## src/rtl/chu_gpi_pkg.sv

```systemverilog
// Shared register map for the GPI event slot.
package chu_gpi_pkg;

    localparam logic [4:0] REG_DATA     = 5'd0;
    localparam logic [4:0] REG_RISE_EN  = 5'd1;
    localparam logic [4:0] REG_FALL_EN  = 5'd2;
    localparam logic [4:0] REG_EVT      = 5'd3;
    localparam logic [4:0] REG_IRQ_MASK = 5'd4;

endpackage

```

## src/rtl/chu_gpi_deb.sv

```systemverilog
// Per-bit 2-flop synchronizer with optional shared-tick debounce filter.
// Filter is built only when CHU_GPI_DEBOUNCE_EN is defined.
import chu_gpi_pkg::*;

module chu_gpi_deb #(
    parameter int W        = 8,
    parameter int DB_TICKS = 50000
) (
    input  logic         clk,
    input  logic         reset,
    input  logic [W-1:0] din,
    output logic [W-1:0] db
);

    logic [W-1:0] sync1;
    logic [W-1:0] sync2;

    always_ff @(posedge clk or posedge reset) begin
        if (reset) begin
            sync1 <= '0;
            sync2 <= '0;
        end else begin
            sync1 <= din;
            sync2 <= sync1;
        end
    end

`ifdef CHU_GPI_DEBOUNCE_EN
    localparam int CW = (DB_TICKS > 1) ? $clog2(DB_TICKS) : 1;

    logic [CW-1:0] cnt;
    logic          tick;
    logic [W-1:0]  prev;
    logic [W-1:0]  db_q;
    logic [W-1:0]  same;

    assign tick = (cnt == CW'(DB_TICKS - 1));
    assign same = ~(sync2 ^ prev);

    // a bit only moves when two consecutive tick samples agree
    always_ff @(posedge clk or posedge reset) begin
        if (reset) begin
            cnt  <= '0;
            prev <= '0;
            db_q <= '0;
        end else begin
            cnt <= tick ? '0 : cnt + CW'(1);
            if (tick) begin
                prev <= sync2;
                db_q <= (sync2 & same) | (db_q & ~same);
            end
        end
    end

    assign db = db_q;
`else
    assign db = sync2;
`endif

endmodule

```

## src/rtl/chu_gpi_evt.sv

```systemverilog
// GPI slot with edge-detect sticky events and a masked level interrupt.
// Debounce is enabled by defining CHU_GPI_DEBOUNCE_EN.
import chu_gpi_pkg::*;

module chu_gpi_evt #(
    parameter int W        = 8,
    parameter int DB_TICKS = 50000
) (
    input  logic         clk,
    input  logic         reset,
    input  logic         cs,
    input  logic         read,
    input  logic         write,
    input  logic [4:0]   addr,
    input  logic [31:0]  wr_data,
    output logic [31:0]  rd_data,
    input  logic [W-1:0] din,
    output logic         irq
);

    logic [W-1:0] db;
    logic [W-1:0] db_d;
    logic [W-1:0] rise;
    logic [W-1:0] fall;
    logic [W-1:0] rise_en;
    logic [W-1:0] fall_en;
    logic [W-1:0] evt;
    logic [W-1:0] irq_mask;
    logic [W-1:0] evt_set;
    logic [W-1:0] evt_clr;
    logic [W-1:0] wr_bits;
    logic         wr_en;
    logic         unused;

    chu_gpi_deb #(
        .W        (W),
        .DB_TICKS (DB_TICKS)
    ) u_deb (
        .clk   (clk),
        .reset (reset),
        .din   (din),
        .db    (db)
    );

    assign wr_en   = cs && write;
    assign wr_bits = wr_data[W-1:0];
    assign rise    = db & ~db_d;
    assign fall    = ~db & db_d;
    assign evt_set = (rise & rise_en) | (fall & fall_en);
    assign evt_clr = (wr_en && addr == REG_EVT) ? wr_bits : '0;
    assign irq     = |(evt & irq_mask);
    assign unused  = &{1'b0, read, wr_data};

    always_ff @(posedge clk or posedge reset) begin
        if (reset) begin
            db_d     <= '0;
            rise_en  <= '0;
            fall_en  <= '0;
            evt      <= '0;
            irq_mask <= '0;
        end else begin
            db_d <= db;
            // a fresh edge wins over a simultaneous W1C
            evt  <= (evt & ~evt_clr) | evt_set;
            if (wr_en && addr == REG_RISE_EN)  rise_en  <= wr_bits;
            if (wr_en && addr == REG_FALL_EN)  fall_en  <= wr_bits;
            if (wr_en && addr == REG_IRQ_MASK) irq_mask <= wr_bits;
        end
    end

    always_comb begin
        rd_data = '0;
        case (addr)
            REG_DATA:     rd_data = 32'(db);
            REG_RISE_EN:  rd_data = 32'(rise_en);
            REG_FALL_EN:  rd_data = 32'(fall_en);
            REG_EVT:      rd_data = 32'(evt);
            REG_IRQ_MASK: rd_data = 32'(irq_mask);
            default:      rd_data = '0;
        endcase
    end

endmodule

```

## config.mk

```make
export PLATFORM = sky130hd
export DESIGN_NAME = chu_gpi_evt
export DESIGN_NICKNAME = d
export VERILOG_FILES = /design/src/rtl/chu_gpi_pkg.sv /design/src/rtl/chu_gpi_deb.sv /design/src/rtl/chu_gpi_evt.sv
export SDC_FILE = /design/constraint.sdc
export NUM_CORES = 1
export LEC_CHECK = 0
export BUFFER_PORTS_ARGS = -buffer_cell sky130_fd_sc_hd__buf_2
export CELL_PAD_IN_SITES_DETAIL_PLACEMENT = 0
export CELL_PAD_IN_SITES_GLOBAL_PLACEMENT = 1
export CORE_ASPECT_RATIO = 0.75
export CORE_MARGIN = 4
export CORE_UTILIZATION = 39
export DETAILED_ROUTE_END_ITERATION = 7
export PLACE_DENSITY_LB_ADDON = 0.25
export SYNTH_ARGS = -nofsm -noshare
export SYNTH_HDL_FRONTEND = slang
export SYNTH_HIERARCHICAL = 1
export SYNTH_SLANG_ARGS = --single-unit
```

## constraint.sdc

```tcl
create_clock -name clk -period 2.2 [get_ports clk]
set_input_delay 0.44 -clock clk [delete_from_list [all_inputs] [get_ports clk]]
set_output_delay 0.44 -clock clk [all_outputs]
set_load 0.01 [all_outputs]
```

Word level (Yosys, flattened, before mapping)
Index checks and enable logic that the tools add are counted.

operators by class
  reduce and logical (&&, ||, !) cells = 7
  equal/unequal tests = 4
  bitwise logic cells = 11
  mux-type cells = 2

operators with widths
  kind                                                                    number
  8-bit bitwise AND                                                       6
  8-bit one-hot mux with 5 select lines                                   1
  8-bit NOT                                                               3
  8-bit bitwise OR                                                        2
  5-bit by 2-bit equality test with 1-bit output (second input constant)  2
  8-bit two-way mux                                                       1
  8-bit OR reduction                                                      1
  5-bit by 1-bit equality test with 1-bit output (second input constant)  1
  5-bit by 3-bit equality test with 1-bit output (second input constant)  1
  1-bit logical AND                                                       5
  5-bit zero test                                                         1

storage, ports and cells
  register bits = 56
  input port bits = 50

Longest topological paths before layout
  depth after elaboration = 6
  depth in mapped cells = 6
  mapped depth without buffers = 4

By module
Netlist, hierarchy kept.

by module, submodules not included
  module       area an instance (sq um)  seq. area each (sq um)  cells an instance  times used
  chu_gpi_evt  2,137.0                   1,001.0                 192                1
  chu_gpi_deb  404.1                     400.4                   17                 1

Worst setup path after synthesis
No wires, ideal clock.

  path kind = in2out
  from = input addr[4]
  to = output rd_data[7]
  path slack = 0.135 ns
  required time = 1.760 ns
  cell stages on the path = 5
  arrival time = 1.625 ns
  buffers on the path = 1
  path through = or4b_2 buf_2 nor3b_1 a21oi_1 o21ai_0

between the ends
  word-level cells in the longest chain between the ends = 2
  elaborated cells on any way between the ends = 6
  those cells by class = 4 x eq/ne; 1 x mux; 1 x reduce/logical

RTL lines
  element                                                                       line               RTL
  start, declared                                                               chu_gpi_evt.sv:14  input logic [4:0] addr,
  5-bit by 3-bit equality test with 1-bit output, or another cell as far along  chu_gpi_evt.sv:73  case (addr)
  8-bit one-hot mux with 5 select lines (*)                                     chu_gpi_evt.sv:73
  end, declared                                                                 chu_gpi_evt.sv:16  output logic [31:0] rd_data,

Every way passes the cells marked *; elsewhere a longest branch is shown, timed or not.

Worst setup path in the final report
Same ends and word-level chain as after synthesis.

==> flow_summary.json <==
{
  "run_status": "finished clean",
  "tns_setup_ps": 0,
  "post-route-period-util_pct": 97.7,
  "cts_buffer_depth": 2,
  "ios": 83,
  "numClockSinks": 56,
  "vdd_ir_drop_max_uv": 365,
  "initial_antenna_violation_count": 0,
  "power.density_nw_per_um2": 712,
  "globalplace.congestion": 0.770,
  "synth.yosys.seq_area_share_pct": 55.1,
  "timing_hold_violations_final": 0,
  "critical_path_required_ps": 1760,
  "grt_use_total_pct": 14.4,
  "synth-warning-count": 6,
  "min-delay-path-class": "in -> async",
  "cts_htree_levels": 2,
  "topRoutingLayerUsed": "met4",
  "report.final.slew_viol_count": 0,
  "cts-buffers-inserted": 5,
  "met1_wl_um": 2730,
  "drt_drc_violations_left": 0,
  "worst_clock_skew_ps": 10.8,
  "path_max_fanout": 4,
  "post_synthesis_area_per_instance_um2": 12.2,
  "cts_root_buf": "sky130_fd_sc_hd__clkbuf_8",
  "number_of_nets_in_the_finished_design": 320,
  "yosys.area.top_type_share_pct": 55.1,
  "flow.area_growth_from_synthesis_pct": 18.4,
  "layout.cells.most_common_list": "56 x sky130_fd_sc_hd__dfrtp_1, 33 x sky130_fd_sc_hd__buf_2, 26 x sky130_fd_sc_hd__buf_4",
  "yosysTopAreaCell": "sky130_fd_sc_hd__dfrtp_1",
  "layout.core_utilization_pct": 47.6,
  "met2_length_um": 2370,
  "vias_in_the_first_global_route": 1652,
  "num_antenna_cells": 0,
  "floorplan_core_area_um2": 6320,
  "non_filler_instance_count_after_layout": 352,
  "fill_cell_total_of_the_finished_layout": 617,
  "maxSlewHeadroom_pct": 53.6,
  "setup-violations-final": 0,
  "yosys.cell_types.count": 29,
  "yosys_register_bits": 56,
  "die_width_um": 101,
  "viasPerCell": 4.76,
  "worst_setup_path_end_kind": "output port",
  "layout-drive-gt1-share_pct": 38.0,
  "dr.first_iter.drc_count": 63,
  "synth_cells": 209,
  "postSynth.topFlopCell": "sky130_fd_sc_hd__dfrtp_1",
  "clkSlewWorstSetupHoldPaths_ps": 100,
  "vertical_die_dimension_um": 77.9,
  "critPathLaunchType": "input port",
  "routed-wl-met3_um": 223,
  "detailedPlace.worstSlack_ps": -230,
  "grt_pass1_wl_um": 8640,
  "grt_setup_unrepaired": "true",
  "asyncSetResetFlopFracSynth_pct": 100,
  "finalPower_mw": 2.14,
  "dpl.hpwl_um": 4050,
  "synthTopCellsByArea": "sky130_fd_sc_hd__dfrtp_1 55%, sky130_fd_sc_hd__mux2_2 11%, sky130_fd_sc_hd__buf_4 7.1%",
  "max_cap_violations": 0,
  "maxClockFrequency_mhz": 465,
  "worst_slew_pin_slew_ps": 696,
  "postRouteAntennaNets": 0,
  "layout_commonest_cell": "sky130_fd_sc_hd__dfrtp_1",
  "placed_cells": 342,
  "die_area_um2": 7880,
  "initial_utilization_pct": 40.2,
  "wl_per_cell_um": 15.2,
  "dr.pass1.iters": 4,
  "tritoncts": "done",
  "synth_enable_flop_cells": 0,
  "mappedNetlistArea_um2": 2540,
  "global_route.overflow_total": 0,
  "maximum_number_of_pins_on_one_net_before_global_route_repair": 41,
  "post_cts_hold_buffer_count": 0,
  "fin_ws_ps": 49.8,
  "wl_um": 5360,
  "routed-via-count": 1674,
  "cellLeakagePower_nw": 1.44,
  "path_class": "in -> out",
  "port_buffers": 33,
  "worst_skew_pair.late_latency_ps": 300,
  "core.rowCount": 25,
  "period_minus_slack_ps": 2150,
  "worst-endpoint-arrival_ps": 1710
}
## routing by layer
metal / vias up / global-route usage [%]
met5: - / 0
met4: 0 / 3.98
met3: 5 / 3.50
met2: 32 / 20.1
met1: 823 / 22.1
li1: 814 / -
## registers in the layout, summed over array words and instances, names as in the netlist
signal and count:
evt 8, fall_en 8, irq_mask 8, u_deb/db 8, u_deb/sync1 8, rise_en 8
db_d 8
## synthesized netlist by cell type, drive strengths merged, types with 2 or more instances
library cell	n
a21oi	5
nor2b	2
o22ai	3
nor3	2
nor3b	3
inv	3
nand2	19
a21o	11
mux2i	10
nor2	5
nand3b	8
mux2	25
dfrtp	56
o21ai	12
clkbuf	2
buf	26
a22oi	8
## power by group
group          total [mW]  internal [mW]  switching [mW]  leakage (nW)
sequential           1.26           1.15           0.103         0.676
combinational       0.311          0.160           0.151         0.718
clock               0.576          0.255           0.321        0.0434
## final cells by class
| class | instances | area [um^2] | area share, % |
|---|---|---|---|
| Clock buffer | 6 | 82.6 | 2.75 |
| Clock inverter | 2 | 15.0 | 0.499 |
| Inverter | 3 | 11.3 | 0.374 |
| Multi-Input combinational cell | 145 | 1040 | 34.4 |
| Sequential cell | 56 | 1400 | 46.6 |
| Tap cell | 81 | 101 | 3.37 |
| Timing Repair Buffer | 59 | 360 | 12.0 |
## cell families after synthesis
family / share of synthesized area (%)
AOI/OAI and AO/OA: 10.3
buffers and inverters: 8.47
DFF: 55.1
muxes: 15.0
other: 0.148
and+or+nand+nor: 10.9
## metrics by stage
stage / instance area [um^2] / hold slack (ps)
floorplan: 2630 / 331
global placement: 2870 / 332
detailed placement: 2870 / 335
CTS: 2980 / 222
global route: 3010 / 211
finish: 3010 / 230
## what timing repair did
| action | CTS | global route |
|---|---|---|
| endpoints found under the setup margin | 8 | 5 |
| buffers inserted | 0 | 2 |
| resized for setup | 4 | 3 |
| pin swaps | 0 | 3 |
## worst max-delay path, stage by stage
cell and delay [ps]:
sky130_fd_sc_hd__buf_2 110, sky130_fd_sc_hd__or4b_4 590, sky130_fd_sc_hd__nor3b_2 200, sky130_fd_sc_hd__a21oi_1 50
sky130_fd_sc_hd__o21ai_0 130, sky130_fd_sc_hd__buf_2 190
## final timing paths
path / from / cells past startpoint / end / slack [ps]
worst max-delay path: addr[4] / 6 / rd_data[7] / 50
worst min-delay path: reset / 2 / u_deb/sync1[0] / 230
worst max register to register: u_deb/db[7] / 3 / evt[7] / 1330
worst min register to register: u_deb/sync1[6] / 0 / u_deb/db[6] / 350
max in group asynchronous: reset / 2 / u_deb/db[2] / 1510
min in group clk: din[0] / 1 / u_deb/sync1[0] / 230
Note: power is estimated with default switching activity, not from simulation.
